## src/rtl/pipe_skid_pkg.sv

```systemverilog
// Shared types and constants for the pipe_skid_reg stage register.
package pipe_skid_pkg;

  typedef enum logic [1:0] {
    EMPTY = 2'b00,
    BUSY  = 2'b01,
    FULL  = 2'b10
  } skid_state_t;

  localparam int unsigned SKID_DEPTH = 2;
  localparam int unsigned CNT_W      = $clog2(SKID_DEPTH + 1);

  // Occupancy implied by a state encoding.
  function automatic logic [CNT_W-1:0] state_count(input skid_state_t s);
    case (s)
      BUSY:    state_count = CNT_W'(1);
      FULL:    state_count = CNT_W'(2);
      default: state_count = CNT_W'(0);
    endcase
  endfunction

endpackage

```

## src/rtl/flopenr_s.sv

```systemverilog
// N-bit register with load enable and synchronous active-high reset to zero.
module flopenr_s #(
  parameter int unsigned N = 64
) (
  input  logic         i_clk,
  input  logic         i_reset,
  input  logic         i_en,
  input  logic [N-1:0] i_d,
  output logic [N-1:0] o_q
);

  logic [N-1:0] r_q;

  always_ff @(posedge i_clk) begin
    if (i_reset)   r_q <= '0;
    else if (i_en) r_q <= i_d;
  end

  assign o_q = r_q;

endmodule

```

## src/rtl/pipe_skid_reg.sv

```systemverilog
// Pipeline stage register with valid/ready handshake and two-entry skid buffer.
// Optional synchronous flush port is enabled by defining PIPE_SKID_FLUSH_EN.
module pipe_skid_reg
  import pipe_skid_pkg::*;
#(
  parameter int unsigned N = 64
) (
  input  logic             clk,
  input  logic             reset,
  input  logic             in_valid,
  output logic             in_ready,
  input  logic [N-1:0]     in_data,
  output logic             out_valid,
  input  logic             out_ready,
  output logic [N-1:0]     out_data,
`ifdef PIPE_SKID_FLUSH_EN
  input  logic             flush,
`endif
  output logic [CNT_W-1:0] count
);

  skid_state_t      r_state;
  skid_state_t      w_state_nxt;
  logic             r_in_ready;
  logic             r_out_valid;
  logic [CNT_W-1:0] r_count;

  logic             w_in_fire;
  logic             w_out_fire;
  logic             w_flush;
  logic             w_main_en;
  logic             w_skid_en;
  logic             w_main_sel_skid;
  logic [N-1:0]     w_main_d;
  logic [N-1:0]     w_skid_q;

  assign w_in_fire  = in_valid & r_in_ready;
  assign w_out_fire = r_out_valid & out_ready;

`ifdef PIPE_SKID_FLUSH_EN
  assign w_flush = flush;
`else
  assign w_flush = 1'b0;
`endif

  // Next state and register load enables.
  always_comb begin
    w_state_nxt     = r_state;
    w_main_en       = 1'b0;
    w_skid_en       = 1'b0;
    w_main_sel_skid = 1'b0;
    unique case (r_state)
      EMPTY: begin
        if (w_in_fire) begin
          w_state_nxt = BUSY;
          w_main_en   = 1'b1;
        end
      end
      BUSY: begin
        if (w_in_fire && w_out_fire) begin
          w_main_en = 1'b1;
        end else if (w_in_fire) begin
          w_state_nxt = FULL;
          w_skid_en   = 1'b1;
        end else if (w_out_fire) begin
          w_state_nxt = EMPTY;
        end
      end
      FULL: begin
        if (w_out_fire) begin
          w_state_nxt     = BUSY;
          w_main_en       = 1'b1;
          w_main_sel_skid = 1'b1;
        end
      end
      default: w_state_nxt = EMPTY;
    endcase
    // Flush drops everything in flight, including a same-cycle input.
    if (w_flush) begin
      w_state_nxt = EMPTY;
      w_main_en   = 1'b0;
      w_skid_en   = 1'b0;
    end
  end

  // State plus handshake/occupancy outputs registered from the next state.
  always_ff @(posedge clk) begin
    if (reset) begin
      r_state     <= EMPTY;
      r_in_ready  <= 1'b1;
      r_out_valid <= 1'b0;
      r_count     <= '0;
    end else begin
      r_state     <= w_state_nxt;
      r_in_ready  <= (w_state_nxt != FULL);
      r_out_valid <= (w_state_nxt != EMPTY);
      r_count     <= state_count(w_state_nxt);
    end
  end

  assign w_main_d = w_main_sel_skid ? w_skid_q : in_data;

  flopenr_s #(.N(N)) u_main (
    .i_clk   (clk),
    .i_reset (reset),
    .i_en    (w_main_en),
    .i_d     (w_main_d),
    .o_q     (out_data)
  );

  flopenr_s #(.N(N)) u_skid (
    .i_clk   (clk),
    .i_reset (reset),
    .i_en    (w_skid_en),
    .i_d     (in_data),
    .o_q     (w_skid_q)
  );

  assign in_ready  = r_in_ready;
  assign out_valid = r_out_valid;
  assign count     = r_count;

endmodule

```

## config.mk

```make
export PLATFORM = sky130hd
export DESIGN_NAME = pipe_skid_reg
export DESIGN_NICKNAME = d
export VERILOG_FILES = /design/src/rtl/pipe_skid_pkg.sv /design/src/rtl/flopenr_s.sv /design/src/rtl/pipe_skid_reg.sv
export SDC_FILE = /design/constraint.sdc
export NUM_CORES = 1
export LEC_CHECK = 0
export BUFFER_PORTS_ARGS = -buffer_cell sky130_fd_sc_hd__buf_2
export CAP_MARGIN = 20
export CORE_UTILIZATION = 30
export DETAILED_ROUTE_END_ITERATION = 10
export HOLD_SLACK_MARGIN = 0.02
export SLEW_MARGIN = 25
export SYNTH_ARGS = -nofsm -noshare
export SYNTH_HDL_FRONTEND = slang
export SYNTH_HIERARCHICAL = 1
export SYNTH_SLANG_ARGS = --single-unit
```

## constraint.sdc

```tcl
create_clock -name clk -period 1.81 [get_ports clk]
set_input_delay 0.181 -clock clk [delete_from_list [all_inputs] [get_ports clk]]
set_output_delay 0.181 -clock clk [all_outputs]
set_load 0.05 [all_outputs]
```

==> results of run 1 <==
## worst max path at each step
| stage | to | slack (ps) | from | cells after the start |
|---|---|---|---|---|
| 2_1_floorplan | u_main/o_q[10] | 20 | in_ready | 7 |
| 3_3_place_gp | u_main/o_q[32] | 120 | r_state[0] | 7 |
| 3_5_place_dp | u_main/o_q[24] | 110 | in_ready | 6 |
| 4_1_cts | u_main/o_q[36] | 60 | out_ready | 8 |
| 5_1_grt | u_main/o_q[9] | -10 | out_ready | 9 |
| 6_report | u_main/o_q[59] | 60 | out_ready | 9 |
## final cells by class
cell class	instances	area (um2)	share of cell area
clock inverter	15	226	0.0281
inverter	1	3.75	0.000466
clock buffer	17	425	0.0528
multi-input combinational	338	2820	0.350
sequential	134	2690	0.334
tap	260	325	0.0404
timing repair buffer	214	1560	0.194
## metrics by stage
| stage | hold WS, ps | power, mW | cells | util | area, um2 |
|---|---|---|---|---|---|
| after detailed placement | 435 | 5.03 | 886 | 0.358 | 6730 |
| after floorplan | 250 | 4.68 | 509 | - | 5820 |
| after global routing | 29.0 | 9.39 | 979 | 0.428 | 8050 |
| after global placement | 427 | 5.01 | 886 | 0.358 | 6730 |
| after CTS | 22.2 | 9.03 | 972 | 0.421 | 7930 |
| final | 48.3 | 9.00 | 979 | 0.428 | 8050 |
## placed cells by master (no fill, tap or decap), types with 3 or more instances in the layout
master,n
a211oi_1,3
mux2_4,49
nor2_1,128
buf_2,134
nand2_1,3
clkinv_4,3
buf_6,4
dfxtp_1,131
mux2_2,15
mux2i_1,128
clkbuf_16,19
clkinvlp_4,3
buf_12,8
bufinv_16,5
dlygate4sd3_1,54
buf_4,11
## metal layers
metal / routed length [um] / share of wire / vias up / track usage
met5: 0 / 0 / - / 0
met4: 117 / 0.0090 / 0 / 0.0446
met3: 612 / 0.047 / 9 / 0.0448
met2: 6090 / 0.47 / 86 / 0.212
met1: 6180 / 0.48 / 1966 / 0.152
li1: - / - / 2137 / -
## what timing repair did
| item | 4_1_cts | 5_1_grt |
|---|---|---|
| setup buffers | 0 | 3 |
| hold buffers | 54 | 0 |
| resized for setup | 0 | 13 |
| setup endpoints to repair | 0 | 64 |
| endpoints found under the hold margin | 55 | 0 |
## sequential cells by signal (all words and copies together), names as in the netlist
signal	count
in_ready	1
out_valid	1
u_skid/o_q	64
u_main/o_q	64
r_state	2
count	2
## cells by family (layout without fill, tap and decap cells)
group	Yosys count	in the layout	synth area share
and+or+nand+nor	138	138	0.0938
DFF	134	134	0.461
muxes	192	192	0.376
AOI/OAI and AO/OA	8	8	0.0101
buffers and inverters	37	247	0.0587
## power groups by stage
stage | Combinational [mW] | Sequential [mW] | Clock [mW]
global placement | 1.65 | 3.35 | 0
CTS | 1.76 | 3.30 | 3.97
floorplan | 0.822 | 3.86 | 0
finish | 1.86 | 3.30 | 3.83
detailed placement | 1.67 | 3.36 | 0
global route | 1.99 | 3.33 | 4.08
## worst min-delay path, cell delays in order
cell     delay (ps)
buf_2           100
mux2i_1          60
nor2_1           70
==> results.yml, run 1 <==
outcome:
  status: "finished clean"
timing:
  finalSetupTns_ps: 0
  worstMarginPinSlew_ps: 491
  fmaxAchievable_mhz: 572
  fin_crit_ps: 1750
  drv_slew: 0
  fin_crit_sh: 0.965
  relSlewSlack: 0.672
  hold_viol_final: 0
  setup_viol: 0
  worst_slack_ps: 62.9
  skew_ps: 6.71
pwr:
  ir_worst_vdd_mv: 0.621
  p_sw_frac: 0.289
  seqPwrFrac: 0.367
  combPwrFrac: 0.207
  p_leak_nw: 3.68
  internal_power_mw: 6.40
  cellPowerDensity_nw_per_um2: 1120
  pwr-share-clk: 0.426
  netSwitchingPower_mw: 2.60
yosys:
  synth.most_common_cell: "dfxtp_1"
  synth.distinct_cells: 24
  syn_nets: 577
  yosysWarnings: 6
  synth_edf_count: 0
  synth.largest_area_cell: "dfxtp_1"
  ys_top_cells_by_count: "134 x dfxtp_1, 128 x mux2i_1, 128 x nor2_1, 49 x mux2_4, 15 x mux2_2"
  netlist_area_um2: 5810
  yosys-top-cells-area: "dfxtp_1 46%, mux2i_1 22%, mux2_4 13%"
  synthFlopType: "dfxtp_1"
  synth_top_area_share: 0.461
  ys_seq_area_frac: 0.461
  async_reset_ff_frac: 0
  avgSynthCellArea_um2: 11.4
  syn_inst: 509
  ys_seq_elements: 134
setup_path:
  r2r_cells: 7
  worstPathCellList: "dlygate4sd3_1 -> buf_2 -> nand2_1 -> or3_4 -> o311ai_4 -> buf_6 -> buf_12 -> mux2i_1 -> nor2_1"
  rr_startpoint: "in_ready"
  crit_type: "primary input to register"
  endpoint_kind: "register"
  r2r_setup_slack_ps: 110
  cp_top_family: "buffers and inverters"
  worstReg2RegEnd: "u_main/o_q[59]"
  cp_slowest_stage_delay_ps: 520
  slowest_stage: "dlygate4sd3_1"
  cp-start-kind: "primary input"
  critPathBufInv: 4
  worst_ep_required_time_ps: 2090
  worstPathMaxFanout: 16
  cp.arrival_ps: 2030
routing:
  post_drt_wl_per_cell_um: 13.3
  drtIter0Drc: 99
  routed_via_density: 4.29
  drt_first_pass_iters: 4
  vias: 4198
  drc_errors: 0
  antenna_left: 0
  routed_wl_um: 13000
clock_network:
  ctsHtreeMaxLevel: 4
  clock_latency_ps: 410
  cts_buffers: 17
  clockRootBuffer: "clkbuf_16"
  clock_sinks: 134
  clk_pin_slew_ps: 60
  clock_path_buffers: 2
  cts_tree: "built"
die:
  start_util: 0.309
  io_pins: 136
  die-area_um2: 19900
  row_count: 50
  die_h_um: 141
  coreArea_um2: 18800
  die_w_um: 141
global_route:
  grt.total_usage: 0.128
  antenna_found_initial: 0
  grt_pass1_wl_um: 20100
  grt_pass1_vias: 4144
  grt_max_degree: 49
  grt_overflow: 0
min_path:
  holdPathEnd: "u_skid/o_q[55]"
  worstHoldPathType: "primary input to register"
  hold-path-cell-count: 3
  hold_path_startpoint: "in_data[55]"
cells_and_area:
  diodes: 0
  area_delta_synth_final_pct: 38.5
  drive_gt1_frac: 0.366
  nets: 774
  fillCellCount: 1814
place:
  dp.final_hpwl_um: 7770
  io_buffer_count: 135
  gp_congestion: 0.670
  pre_cts_ws_ps: 105
flow_run:
  drv_cap: 0
Note: power is estimated with default switching activity, not from simulation.
==> run 2, diff against run 1 <==
--- a/config.mk
+++ b/config.mk
@@ -8,7 +8,10 @@
 export BUFFER_PORTS_ARGS = -buffer_cell sky130_fd_sc_hd__buf_2
 export CAP_MARGIN = 20
+export CELL_PAD_IN_SITES_DETAIL_PLACEMENT = 0
+export CELL_PAD_IN_SITES_GLOBAL_PLACEMENT = 2
 export CORE_UTILIZATION = 30
 export DETAILED_ROUTE_END_ITERATION = 10
 export HOLD_SLACK_MARGIN = 0.02
+export PLACE_DENSITY_LB_ADDON = 0.1
 export SLEW_MARGIN = 25
 export SYNTH_ARGS = -nofsm -noshare
==> constraint.sdc (replaced) <==
create_clock -name clk -period 1.81 [get_ports clk]
set_input_delay 0.362 -clock clk [delete_from_list [all_inputs] [get_ports clk]]
set_output_delay 0.362 -clock clk [all_outputs]
set_load 0.05 [all_outputs]
==> results.yml, run 2 (synthesis gave the netlist of run 1 again) <==
global_route:
  grt_pass1_wl_um: 21000
  grt_max_degree: 49
  grt_overflow: 0
  grt_use_met1: 0.166
  top_usage_layer: "met2"
  use_met3: 0.0472
  grt_use_met2: 0.221
  grt.total_usage: 0.138
  antenna_found_initial: 2
  grt_pass1_vias: 4100
place:
  pre_cts_ws_ps: -67.5
  io_buffer_count: 135
  dpl-instance-area_um2: 6810
  gp_congestion: 0.718
  dp.final_hpwl_um: 8830
pwr:
  p_total_mw: 8.76
  p_leak_nw: 3.48
  ir_worst_vdd_mv: 0.634
  cellPowerDensity_nw_per_um2: 1160
setup_path:
  endpoint_kind: "register"
  cp.arrival_ps: 2030
  worst_ep_required_time_ps: 2110
  cp_slowest_stage_delay_ps: 400
  worstReg2RegEnd: "u_main/o_q[35]"
  slowest_stage: "or3_4"
  worstPathMaxFanout: 10
  r2r_cells: 7
  cp-start-kind: "register"
  crit_type: "register to register"
  worstPathCellList: "nand2_1 -> or3_4 -> o311ai_4 -> buf_12 -> clkbuf_16 -> mux2i_1 -> nor2_1"
  r2r_setup_slack_ps: 90
  rr_startpoint: "in_ready"
clock_network:
  cts_buffers: 17
  cts_tree: "built"
  ctsHtreeMaxLevel: 4
  clock_latency_ps: 420
  clock_sinks: 134
  cts_hold_buffers: 0
  clk_pin_slew_ps: 60
  clockRootBuffer: "clkbuf_16"
  clock_path_buffers: 2
timing:
  skew_ps: 6.95
  worstMarginPinSlew_ps: 435
  fin_crit_sh: 0.952
  setup_viol: 0
  worst_slack_ps: 86.1
  fmaxAchievable_mhz: 580
  relSlewSlack: 0.710
  fin_crit_ps: 1720
  drv_slew: 0
  hold_viol_final: 0
cells_and_area:
  design_area_um2: 7570
  nets: 724
  drive_gt1_frac: 0.401
  layout_commonest_cell: "buf_2"
  diodes: 0
  area_delta_synth_final_pct: 30.3
  mostFrequentLayoutCells: "134 x buf_2, 131 x dfxtp_1, 128 x nor2_1, 127 x mux2i_1, 49 x mux2_4"
min_path:
  hold-path-cell-count: 3
  worstHoldPathType: "primary input to register"
  holdPathEnd: "u_skid/o_q[2]"
  hold_path_startpoint: "in_data[2]"
routing:
  routed_via_density: 4.38
  drc_errors: 0
  antenna_left: 0
  drtIter0Drc: 145
  drt_first_pass_iters: 4
  post_drt_wl_per_cell_um: 14.7
  routed_wl_um: 13700
  vias: 4067
die:
  start_util: 0.309
  die_w_um: 141
  io_pins: 136
  row_count: 50
  die-area_um2: 19900
  coreArea_um2: 18800
  die_h_um: 141
outcome:
  status: "finished clean"
flow_run:
  drv_cap: 0
## run 2: cell types whose count changed in the layout (fill, tap and decap cells not counted), moves of 3 or more
cell / before / now
buf_12: 8 / 13
clkbuf_8: 0 / 3
buf_6: 4 / 1
dlygate4sd3_1: 54 / 0
buf_4: 11 / 14
## run 2: routing by layer
metal | vias to the layer above | wire length [um]
met5 | - | 31
met4 | 4 | 226
met3 | 19 | 778
met2 | 91 | 6220
met1 | 1916 | 6430
li1 | 2037 | -
## run 2: repair_timing
action,in CTS,in global routing
pin swaps,0,2
gates resized for setup,1,9
setup endpoints to repair,2,29
buffers inserted,0,3
gates cloned,0,3
## run 2: metrics by stage
step / TNS (ps) / hold slack [ps] / std cells / utilization
finish: 0 / 195 / 929 / 0.402
global route: -103 / 188 / 929 / 0.402
CTS: 0 / 176 / 923 / 0.395
detailed placement: -1180 / 478 / 891 / 0.362
global placement: -245 / 467 / 891 / 0.362
floorplan: 0 / 431 / 509 / -
## run 2: layout make-up
class / instances / area, um2
fillers: 1866 / 11300
multi-input cells: 338 / 2820
flip-flops and latches: 134 / 2690
repair buffers: 164 / 1100
clock buffers: 21 / 492
well taps: 260 / 325
clock inverters: 11 / 145
inverters: 1 / 3.75
## run 2: report_power, final
part	internal [mW]	leakage (nW)	switching, mW
clock network	2.36	0.306	1.31
logic	0.697	2.08	1.09
registers	3.18	1.10	0.123
total	6.23	3.48	2.53
## run 2: worst max-delay path, delay by kind of cell, from the launching register on
family	cells	cell delay, ps
and+or+nand+nor	3	570
buffers and inverters	2	380
DFF	1	360
muxes	1	210
AOI/OAI and AO/OA	1	80
## run 2: worst max path at each step
stage	from	end	slack, ps
4_1_cts	in_ready	u_main/o_q[62]	50
2_1_floorplan	in_ready	u_main/o_q[10]	20
6_report	in_ready	u_main/o_q[35]	90
3_3_place_gp	in_valid	u_main/o_q[62]	-50
3_5_place_dp	in_valid	u_main/o_q[62]	-70
5_1_grt	r_state[1]	u_main/o_q[37]	-30
==> run 3, diff against run 2 <==
- BUFFER_PORTS_ARGS: -buffer_cell sky130_fd_sc_hd__buf_2 -> not set
- DONT_BUFFER_PORTS: not set -> 1
==> results.yml, run 3 (synthesis gave the netlist of run 1 again) <==
pwr:
  ir_worst_vdd_mv: 0.612
  p_total_mw: 8.54
  p_leak_nw: 2.85
  cellPowerDensity_nw_per_um2: 1250
die:
  row_count: 50
  coreArea_um2: 18800
  die_w_um: 141
  die_h_um: 141
  io_pins: 136
  start_util: 0.309
  die-area_um2: 19900
timing:
  relSlewSlack: 0.392
  worstMarginPinSlew_ps: 909
  fin_crit_ps: 1720
  rsz0062_at_grt: "false"
  skew_ps: 9.05
  setup_viol: 0
  fin_crit_sh: 0.948
  drv_slew: 0
  hold_viol_final: 0
  holdWs_ps: 41.9
  finalSetupTns_ps: 0
  fmaxAchievable_mhz: 583
place:
  gp_congestion: 0.731
  io_buffer_count: 0
  dp.final_hpwl_um: 7720
setup_path:
  crit_type: "register to register"
  r2r_cells: 7
  worst_ep_required_time_ps: 2090
  worstSetupStartpoint: "out_valid"
  r2r_setup_slack_ps: 90
  worstReg2RegEnd: "u_main/o_q[28]"
  cp.arrival_ps: 1990
  rr_startpoint: "out_valid"
  cp-start-kind: "register"
  endpoint_kind: "register"
  crit_path_end: "u_main/o_q[28]"
  worstPathMaxFanout: 15
global_route:
  grt_overflow: 0
  grt.total_usage: 0.140
  grt_use_met2: 0.218
  grt_pass1_vias: 3714
  grt_pass1_wl_um: 21000
  top_usage_layer: "met2"
  use_met3: 0.0744
  grt_max_degree: 52
  antenna_found_initial: 0
  grt_use_met1: 0.159
cells_and_area:
  layout_commonest_cell: "dfxtp_1"
  area_delta_synth_final_pct: 17.9
  seq_area_um2: 2690
  drive_gt1_frac: 0.237
  diodes: 0
  multi_input_area_um2: 2820
  nets: 587
  fillCellCount: 1854
  mostFrequentLayoutCells: "132 x dfxtp_1, 128 x mux2i_1, 128 x nor2_1, 49 x mux2_4, 20 x clkbuf_16"
outcome:
  status: "finished clean"
clock_network:
  clock_sinks: 134
  clock_latency_ps: 410
  ctsHtreeMaxLevel: 4
  cts_tree: "built"
  cts_buffers: 17
  clk_pin_slew_ps: 60
  clock_path_buffers: 2
  clockRootBuffer: "clkbuf_16"
flow_run:
  drv_cap: 0
routing:
  post_drt_wl_per_cell_um: 17.7
  drc_errors: 0
  routed_via_density: 4.53
  routed_wl_um: 14000
  drt_first_pass_iters: 4
  drtIter0Drc: 139
  antenna_left: 0
  vias: 3584
min_path:
  worstHoldPathType: "primary input to register"
==> run 3: cell count changes in the layout (fill, tap and decap cells not counted), moves of 2 or more <==
cell / change
dlygate4sd3_1: +3
buf_6: +3
buf_4: -7
buf_12: -5
buf_2: -133
clkbuf_8: -2
==> run 3: area by class of cell <==
cell class,count,area share
well taps,260,0.0475
flip-flops and latches,134,0.392
multi-input cells,338,0.411
clock buffers,19,0.0646
inverters,1,0.000548
repair buffers,27,0.0577
clock inverters,13,0.0263
==> run 3: metal layers <==
layer  up-vias  routed length [um]
met1      1727                6210
met5         -                   0
met2        92                6230
met4         0                 172
li1       1756                   -
met3         9                1400
==> run 3: power breakdown <==
group	switching (mW)	internal (mW)	total [mW]
combinational	0.508	0.566	1.07
sequential	0.650	3.18	3.83
clock	1.30	2.33	3.64
total	2.46	6.08	8.54
==> run 3: per-stage QoR <==
step | area (um2) | utilization | setup WS, ps | cells
after global placement | 6000 | 0.319 | 48.9 | 746
after detailed placement | 6000 | 0.319 | 36.4 | 746
final | 6860 | 0.364 | 93.4 | 792
after floorplan | 5820 | - | 18.3 | 509
after global routing | 6860 | 0.364 | 0.567 | 792
after CTS | 6720 | 0.357 | 10.7 | 784
==> run 3: worst min-delay path by stage <==
stage	cells after the start	slack [ps]	from	to
2_1_floorplan	1	430	reset	out_valid
3_3_place_gp	1	450	reset	u_skid/o_q[6]
3_5_place_dp	1	450	reset	out_valid
4_1_cts	1	20	out_ready	r_state[1]
5_1_grt	1	20	out_ready	r_state[1]
6_report	1	40	out_ready	r_state[1]
==> run 3: what timing repair did <==
action / in CTS / in global routing
setup buffers: 0 / 4
setup endpoints to repair: 0 / 26
hold endpoints to repair: 51 / 0
resized for setup: 0 / 9
hold buffers: 6 / 0
==> run 3: critical path: stages, from the launching register on <==
cell and delay (ps):
dfxtp_4 350, nand2_1 120, or3_4 360, o311ai_4 110, buf_6 180, clkbuf_16 210, mux2i_1 200, nor2_1 50
